[src/rtl/dct_quantizer_if.sv]
// dct_quantizer_if: coefficient stream into and quantised stream out of dct_quantizer
//   En_In/In_Data          upstream beat (master drives)
//   En_Out/Out_Data/Blk_Last  quantised beat (slave drives)
interface dct_quantizer_if #(
  parameter int IN_W  = 12,
  parameter int OUT_W = 12
);
  logic             En_In;
  logic [IN_W-1:0]  In_Data;
  logic             En_Out;
  logic [OUT_W-1:0] Out_Data;
  logic             Blk_Last;
  modport master (output En_In, In_Data, input En_Out, Out_Data, Blk_Last);
  modport slave  (input En_In, In_Data, output En_Out, Out_Data, Blk_Last);
endinterface

[src/rtl/dct_quantizer.sv]
// dct_quantizer: divides 8x8 DCT coefficients by JPEG quant steps via reciprocal multiply, 3-cycle pipeline
//   Clock, Reset_n (async active-low), q_if (slave: En_In/In_Data in, En_Out/Out_Data/Blk_Last out)
//   Tbl_Sel present only when QUANT_CHROMA_EN is defined (0 luma, 1 chroma, sampled at k==0)
//   Data buses carry two's complement values.
module dct_quantizer #(
  parameter int IN_W    = 12,
  parameter int OUT_W   = 12,
  parameter int RECIP_W = 17,
  parameter int Q_SCALE = 50
) (
  input logic Clock,
  input logic Reset_n,
`ifdef QUANT_CHROMA_EN
  input logic Tbl_Sel,
`endif
  dct_quantizer_if.slave q_if
);
  localparam int PW   = IN_W + RECIP_W;
  localparam int RW   = PW + 1;
  localparam int QW   = RW - 16;
  localparam int OMAX = 2 ** (OUT_W - 1) - 1;
  localparam logic [511:0] LUMA_B = {
    8'd16, 8'd11, 8'd10, 8'd16, 8'd24, 8'd40, 8'd51, 8'd61,
    8'd12, 8'd12, 8'd14, 8'd19, 8'd26, 8'd58, 8'd60, 8'd55,
    8'd14, 8'd13, 8'd16, 8'd24, 8'd40, 8'd57, 8'd69, 8'd56,
    8'd14, 8'd17, 8'd22, 8'd29, 8'd51, 8'd87, 8'd80, 8'd62,
    8'd18, 8'd22, 8'd37, 8'd56, 8'd68, 8'd109, 8'd103, 8'd77,
    8'd24, 8'd35, 8'd55, 8'd64, 8'd81, 8'd104, 8'd113, 8'd92,
    8'd49, 8'd64, 8'd78, 8'd87, 8'd103, 8'd121, 8'd120, 8'd101,
    8'd72, 8'd92, 8'd95, 8'd98, 8'd112, 8'd100, 8'd103, 8'd99};
  // IJG quality scaling, clamp to 1..255, then R = round(65536/Q); entry k sits at bits [k*RECIP_W +: RECIP_W]
  function automatic logic [64*RECIP_W-1:0] build_rom(input logic [511:0] base);
    logic [64*RECIP_W-1:0] r;
    int scale, q;
    scale = Q_SCALE < 50 ? 5000 / Q_SCALE : 200 - 2 * Q_SCALE;
    r = '0;
    for (int i = 0; i < 64; i++) begin
      q = (int'(base[(63-i)*8 +: 8]) * scale + 50) / 100;
      q = q < 1 ? 1 : (q > 255 ? 255 : q);
      r[i*RECIP_W +: RECIP_W] = RECIP_W'((65536 + q / 2) / q);
    end
    return r;
  endfunction
  localparam logic [64*RECIP_W-1:0] LUMA_R = build_rom(LUMA_B);
  logic [5:0] k_q, k_d;
  logic [RECIP_W-1:0] r_sel;
`ifdef QUANT_CHROMA_EN
  localparam logic [511:0] CHROMA_B = {
    8'd17, 8'd18, 8'd24, 8'd47, 8'd99, 8'd99, 8'd99, 8'd99,
    8'd18, 8'd21, 8'd26, 8'd66, 8'd99, 8'd99, 8'd99, 8'd99,
    8'd24, 8'd26, 8'd56, 8'd99, 8'd99, 8'd99, 8'd99, 8'd99,
    8'd47, 8'd66, 8'd99, 8'd99, 8'd99, 8'd99, 8'd99, 8'd99,
    {32{8'd99}}};
  localparam logic [64*RECIP_W-1:0] CHROMA_R = build_rom(CHROMA_B);
  logic tbl_q, tbl_d, sel;
  // the k==0 beat uses the live select; later beats of the block use the latched one
  always_comb begin
    sel   = (k_q == 6'd0) ? Tbl_Sel : tbl_q;
    tbl_d = q_if.En_In ? sel : tbl_q;
    r_sel = sel ? CHROMA_R[k_q*RECIP_W +: RECIP_W] : LUMA_R[k_q*RECIP_W +: RECIP_W];
  end
  always_ff @(posedge Clock or negedge Reset_n)
    if (!Reset_n) tbl_q <= 1'b0;
    else tbl_q <= tbl_d;
`else
  assign r_sel = LUMA_R[k_q*RECIP_W +: RECIP_W];
`endif
  logic s1_v_q, s1_v_d, s1_s_q, s1_s_d, s1_last_q, s1_last_d;
  logic [IN_W-1:0] s1_m_q, s1_m_d;
  logic [RECIP_W-1:0] s1_r_q, s1_r_d;
  logic s2_v_q, s2_v_d, s2_s_q, s2_s_d, s2_last_q, s2_last_d;
  logic [PW-1:0] s2_p_q, s2_p_d;
  logic en_out_q, en_out_d, blk_last_q, blk_last_d;
  logic [OUT_W-1:0] out_q, out_d, qs;
  logic [QW-1:0] q;
  always_comb begin
    k_d        = q_if.En_In ? k_q + 6'd1 : k_q;
    s1_v_d     = q_if.En_In;
    s1_s_d     = q_if.In_Data[IN_W-1];
    s1_m_d     = s1_s_d ? -q_if.In_Data : q_if.In_Data;
    s1_r_d     = r_sel;
    s1_last_d  = &k_q;
    s2_v_d     = s1_v_q;
    s2_s_d     = s1_s_q;
    s2_last_d  = s1_last_q;
    s2_p_d     = PW'(s1_m_q) * PW'(s1_r_q);
    q          = QW'((RW'(s2_p_q) + RW'(32768)) >> 16);
    qs         = (q > QW'(OMAX)) ? OUT_W'(OMAX) : q[OUT_W-1:0];
    en_out_d   = s2_v_q;
    blk_last_d = s2_v_q & s2_last_q;
    out_d      = s2_v_q ? (s2_s_q ? -qs : qs) : out_q;
  end
  always_ff @(posedge Clock or negedge Reset_n)
    if (!Reset_n) begin
      k_q        <= '0;
      s1_v_q     <= 1'b0;
      s1_s_q     <= 1'b0;
      s1_m_q     <= '0;
      s1_r_q     <= '0;
      s1_last_q  <= 1'b0;
      s2_v_q     <= 1'b0;
      s2_s_q     <= 1'b0;
      s2_p_q     <= '0;
      s2_last_q  <= 1'b0;
      en_out_q   <= 1'b0;
      blk_last_q <= 1'b0;
      out_q      <= '0;
    end else begin
      k_q        <= k_d;
      s1_v_q     <= s1_v_d;
      s1_s_q     <= s1_s_d;
      s1_m_q     <= s1_m_d;
      s1_r_q     <= s1_r_d;
      s1_last_q  <= s1_last_d;
      s2_v_q     <= s2_v_d;
      s2_s_q     <= s2_s_d;
      s2_p_q     <= s2_p_d;
      s2_last_q  <= s2_last_d;
      en_out_q   <= en_out_d;
      blk_last_q <= blk_last_d;
      out_q      <= out_d;
    end
  assign q_if.En_Out   = en_out_q;
  assign q_if.Blk_Last = blk_last_q;
  assign q_if.Out_Data = out_q;
endmodule
[src/flat_wrapper.sv]
// flat-port wrapper written by rule: the top's interface ports become plain ports
module dct_quantizer_flat 
#(
  parameter int IN_W    = 12,
  parameter int OUT_W   = 12,
  parameter int RECIP_W = 17,
  parameter int Q_SCALE = 50
)
  (Clock, Reset_n, q_if_En_In, q_if_In_Data, q_if_En_Out, q_if_Out_Data, q_if_Blk_Last);
  dct_quantizer_if #(.IN_W(IN_W), .OUT_W(OUT_W)) q_if_i ();
  input logic Clock;
  input logic Reset_n;
  input wire logic [$bits(q_if_i.En_In)-1:0] q_if_En_In;
  input wire logic [$bits(q_if_i.In_Data)-1:0] q_if_In_Data;
  output wire logic [$bits(q_if_i.En_Out)-1:0] q_if_En_Out;
  output wire logic [$bits(q_if_i.Out_Data)-1:0] q_if_Out_Data;
  output wire logic [$bits(q_if_i.Blk_Last)-1:0] q_if_Blk_Last;
  assign q_if_i.En_In = q_if_En_In;
  assign q_if_i.In_Data = q_if_In_Data;
  assign q_if_En_Out = q_if_i.En_Out;
  assign q_if_Out_Data = q_if_i.Out_Data;
  assign q_if_Blk_Last = q_if_i.Blk_Last;
  dct_quantizer #(.IN_W(IN_W), .OUT_W(OUT_W), .RECIP_W(RECIP_W), .Q_SCALE(Q_SCALE)) u_core (.Clock(Clock), .Reset_n(Reset_n), .q_if(q_if_i));
endmodule
[config.mk]
export PLATFORM = sky130hd
export DESIGN_NAME = dct_quantizer_flat
export DESIGN_NICKNAME = d
export VERILOG_FILES = /design/src/rtl/dct_quantizer_if.sv /design/src/rtl/dct_quantizer.sv /design/src/flat_wrapper.sv
export SDC_FILE = /design/constraint.sdc
export NUM_CORES = 1
export LEC_CHECK = 0
export CAP_MARGIN = 10
export CORE_UTILIZATION = 45
export DETAILED_ROUTE_END_ITERATION = 8
export DONT_BUFFER_PORTS = 1
export SETUP_SLACK_MARGIN = 0.4
export SYNTH_ARGS = -nofsm -noshare
export SYNTH_HDL_FRONTEND = slang
export SYNTH_SLANG_ARGS = --single-unit
[constraint.sdc]
create_clock -name Clock -period 6.1 [get_ports Clock]
set_clock_uncertainty 0.1 [all_clocks]
set_input_delay 0.915 -clock Clock [delete_from_list [all_inputs] [get_ports Clock]]
set_output_delay 0.915 -clock Clock [all_outputs]
set_load 0.02 [all_outputs]
# Word-level counts from Yosys, hierarchy flattened
# Index checks and enable logic that the tools add are counted.
[classes]
shift = 1
reduce_logical = 1
n_bitwise = 1
addsub = 4
magnitude_cmp = 1
n_mul = 2
muxes = 3
[ops]
columns = ["cell", "count"]
rows = [
  ["indexed part select 1088 x 12 -> 17 bit, first input constant", 1],
  ["2-to-1 mux 12 bit", 3],
  ["adder 29 x 16 -> 30 bit, second input constant", 1],
  ["multiplier 12 x 17 -> 29 bit", 1],
  ["negator 12 bit", 2],
  ["greater-than comparator 14 x 11 -> 1 bit, second input constant", 1],
  ["multiplier 6 x 5 -> 11 bit, second input constant", 1],
  ["adder 6 x 1 -> 6 bit, second input constant", 1],
  ["AND reduction 6 bit", 1],
  ["AND 1 bit", 1],
]
[totals]
wordCells = 26
reg_bits = 84
inputBits = 15
output_inout_bits = 14

# Longest topological paths before layout
[logic_depth]
word_depth = 5
mapped_depth = 20

# Worst setup path before layout
# OpenSTA, ideal clock, no wires.
[synth_timing]
kind = "register -> register"
start = "register u_core.s1_m_q[11]"
end = "register u_core.s2_p_q[25]"
arrival_ns = 5.056
t_required_ns = 5.920
path_stages_with_launch = 18
path_slack_ns = 0.864
cell_sequence = "dfrtp_1 clkbuf_1 nand2_1 fa_1 fa_1 inv_1 fa_1 fa_1 inv_1 fa_1 inv_1 ha_1 a2111oi_0 a211o_1 o21ai_1 a311o_1 a31oi_1 xnor2_1"
[synth_between]
elab_chain_cells = 1
[synth_rtl]
columns = ["element", "line_no", "text"]
rows = [
  ["start: declaration", "dct_quantizer.sv:69", "logic [IN_W-1:0] s1_m_q, s1_m_d;"],
  ["start signal: assignment", "dct_quantizer.sv:112", "s1_m_q <= s1_m_d;"],
  ["multiplier 12 x 17 -> 29 bit", "dct_quantizer.sv:86", "s2_p_d = PW'(s1_m_q) * PW'(s1_r_q);"],
  ["via u_core.s2_p_d[25]", "dct_quantizer.sv:72", "logic [PW-1:0] s2_p_q, s2_p_d;"],
  ["end signal: assignment", "dct_quantizer.sv:117", "s2_p_q <= s2_p_d;"],
  ["end: declaration", "dct_quantizer.sv:72", ""],
]
# The timed path passes the listed nets, and every way through them passes these cells.
# A chain may end at the register's enable or synchronous reset.

# Worst setup path in the final report
[layout_timing]
start = "register u_core.s1_r_q[3]"
end = "register u_core.s2_p_q[25]"
[layout_between]
elab_chain_cells = 1
[layout_rtl]
columns = ["element", "line_no", "text"]
rows = [
  ["start: declaration", "dct_quantizer.sv:70", "logic [RECIP_W-1:0] s1_r_q, s1_r_d;"],
  ["start signal: assignment", "dct_quantizer.sv:113", "s1_r_q <= s1_r_d;"],
  ["multiplier 12 x 17 -> 29 bit", "dct_quantizer.sv:86", ""],
  ["via u_core.s2_p_d[25]", "dct_quantizer.sv:72", ""],
]
# The timed path passes the listed nets, and every way through them passes these cells.

==> results.ini <==
[run_status]
status = finished clean

[detailed_routing]
via_count = 6741
wl_mm = 19.71
ant_nets = 0
drt-wirelength-per-cell_um = 15.71
viasPerCell = 5.371
firstDrtPassIters = 5
drt_iter0_markers = 428
drc = 0

[yosys]
syn_avg_cell_area_sq_um = 8.518
ys_seq_area_share_pct = 17.95
yosys-top-cells-area = fa_1 (25%), dfrtp_1 (18%), ha_1 (11%), nand2_1 (7.3%), inv_1 (6.6%)
synth_largest_area_cell = fa_1
syn-num-nets = 1236
ys.flop_type = dfrtp_1
syn_inst = 1031
synth_top_area_share_pct = 25.07
async_flop_share_pct = 100.0
ys_ff_latch = 63
ys.warnings.count = 0
synth-edff-count = 0
yosysMostFrequentCell = nand2_1
synth_commonest_cells = nand2_1 (171), inv_1 (155), fa_1 (110)
ys_types = 64
netlist_area_sq_um = 8782

[sta]
rsz0062_at_grt = true
slew-limit-headroom_pct = 46.55
final.setup.tns_ps = 0
finalHoldViolCount = 0
period_share_pct = 89.59
fmax_mhz = 183.0
tightest_slew_ps = 800.8
period_needed_ps = 5465
slew_violations = 0
setup_viol = 0

[placement]
numPortBuffers = 0
gp_congestion = 0.9183
dp_hpwl_mm = 15.59

[clocking]
cts_buffers = 9
cts_tree = yes
cts-root-buf = clkbuf_16
cts.sinks = 63
cts_buffer_depth = 2
ctsHoldBuffers = 0
htreeDepth = 3
insertion_delay_ps = 330
path_clk_slew_ps = 60

[die]
chipWidth_um = 141.7
rows = 50
initial_core_util_pct = 46.48
io_pins = 29
die_area_sq_um = 20080
fp.dieH_um = 141.7
core_sq_um = 18890

[critical_path]
startpoint_type = flop
crit_fanout = 12
cp.required_ps = 6240
worstPathArrival_ps = 5610
worstSetupEndpointType = flop
crit_type = flop to flop

[grt]
track_usage_pct = 21.27
grt_pass1_vias = 6893
grt_max_degree = 64
grt_pass1_wl_mm = 34.08
antenna_found_initial = 0
grt_overflow = 0

[job]
max_cap_violations = 0

[hold_path]
hold_path_class = input pin to asynchronous set/reset pin

[finish]
drive_gt1_share_pct = 5.025
nNetsFinal = 1195
antennaDiodeCount = 0
syn_to_final_growth_pct = 5.742

-- layer usage --
layer	vias up	part of all wire [%]	track usage [%]	wire, um
met1	3279	47	29.35	9234
li1	3231	-	-	-
met4	0	2.1	6.452	409
met5	-	0	0	0
met3	36	4.8	2.565	939
met2	195	46	35.00	9127
-- final cells by class --
cell class	instances	area (sq um)
sequential	63	1583
clock buffer	11	242.7
fill	1833	9607
inverter	156	585.6
clock inverter	5	81.33
timing repair buffer	11	82.58
multi-input combinational	749	6386
tap	260	325.3
-- kinds of logic after synthesis --
kind of cell | count (synthesis) | synth area share, %
AND/OR/NAND/NOR | 332 | 17.41
buffers and inverters | 219 | 9.474
adder cells (fa/ha/maj) | 190 | 36.47
AO/OA/AOI/OAI | 173 | 12.38
flip-flops | 63 | 17.95
XOR/XNOR | 37 | 3.690
multiplexers | 17 | 2.622
-- stage by stage --
step / instance area [sq um] / cells / setup WS, ps / hold WS [ps] / utilization [%]
detailed placement: 8936 / 1238 / 543.5 / 235.5 / 47.30
finish: 9286 / 1255 / 635.2 / 178.4 / 49.15
global placement: 8936 / 1238 / 616.0 / 232.5 / 47.30
global route: 9286 / 1255 / 386.8 / 165.9 / 49.15
CTS: 9260 / 1254 / 481.8 / 170.8 / 49.01
floorplan: 8782 / 1031 / 863.9 / 231.2 / -
-- layout by cell type (no fill, tap or decap), types with 4 or more instances in the layout --
cell       netlist  layout
a211oi_1         8       7
a21o_1           7       7
a21oi_1         44      44
a31oi_1          8       7
and2_1          51      51
buf_4            0      11
clkbuf_16        0       9
dfrtp_1         63      58
dfrtp_2          0       5
fa_1           110     110
ha_1            80      80
inv_1          155     155
mux2_2           8       8
mux2i_1          5       5
mux4_2           4       4
nand2_1        171     171
nand2b_1         6       6
nand3_1         18      18
nand4_1          6       6
nor2_1          45      45
nor3_1           9       9
o211ai_1         6       6
o21ai_0         51      51
o21bai_1         4       4
o22ai_1          5       5
o31ai_1          7       7
xnor2_1         27      27
xor2_1          10      10
-- worst max-delay path, cell delays in order, from the launching register on --
cell and delay (ps):
dfrtp_1 490, and2_1 230, fa_1 530, inv_1 50
fa_1 470, inv_1 50, fa_1 500, fa_1 550
inv_1 60, fa_1 520, inv_1 40, ha_1 340
a2111oi_1 410, a211o_1 180, o21ai_1 130, a311o_1 340
a31oi_2 230, xnor2_1 140
-- state kept, by name, summed over array words and instances, names as in the netlist --
signal / flops
u_core.s1_v_q: 1
u_core.s1_m_q: 12
u_core.s1_last_q: 1
u_core.s2_s_q: 1
u_core.en_out_d: 1
u_core.q_if.Blk_Last: 1
u_core.s2_p_q: 12
u_core.q_if.Out_Data: 12
u_core.k_q: 6
u_core.s1_r_q: 13
u_core.s2_last_q: 1
u_core.s1_s_q: 1
u_core.q_if.En_Out: 1
-- timing repair --
action                     in CTS  in global routing
buffers inserted                0                  1
gates resized for setup         0                  8
setup endpoints to repair       0                  5
-- worst paths after layout --
path | start | end | slack (ps) | depth (start not counted)
max | u_core.s1_r_q[3] | u_core.s2_p_q[25] | 640 | 17
min | Reset_n | u_core.k_q[2] | 180 | 0
max reg2reg | u_core.s1_r_q[3] | u_core.s2_p_q[25] | 640 | 17
min reg2reg | u_core.s1_v_q | u_core.en_out_d | 250 | 0
max in group asynchronous | Reset_n | u_core.s1_m_q[10] | 5610 | 0
min in group Clock | u_core.s1_v_q | u_core.en_out_d | 250 | 0
Power is not shown: default switching activity piles up to over one toggle a cycle in this logic, so the estimate is an artifact.
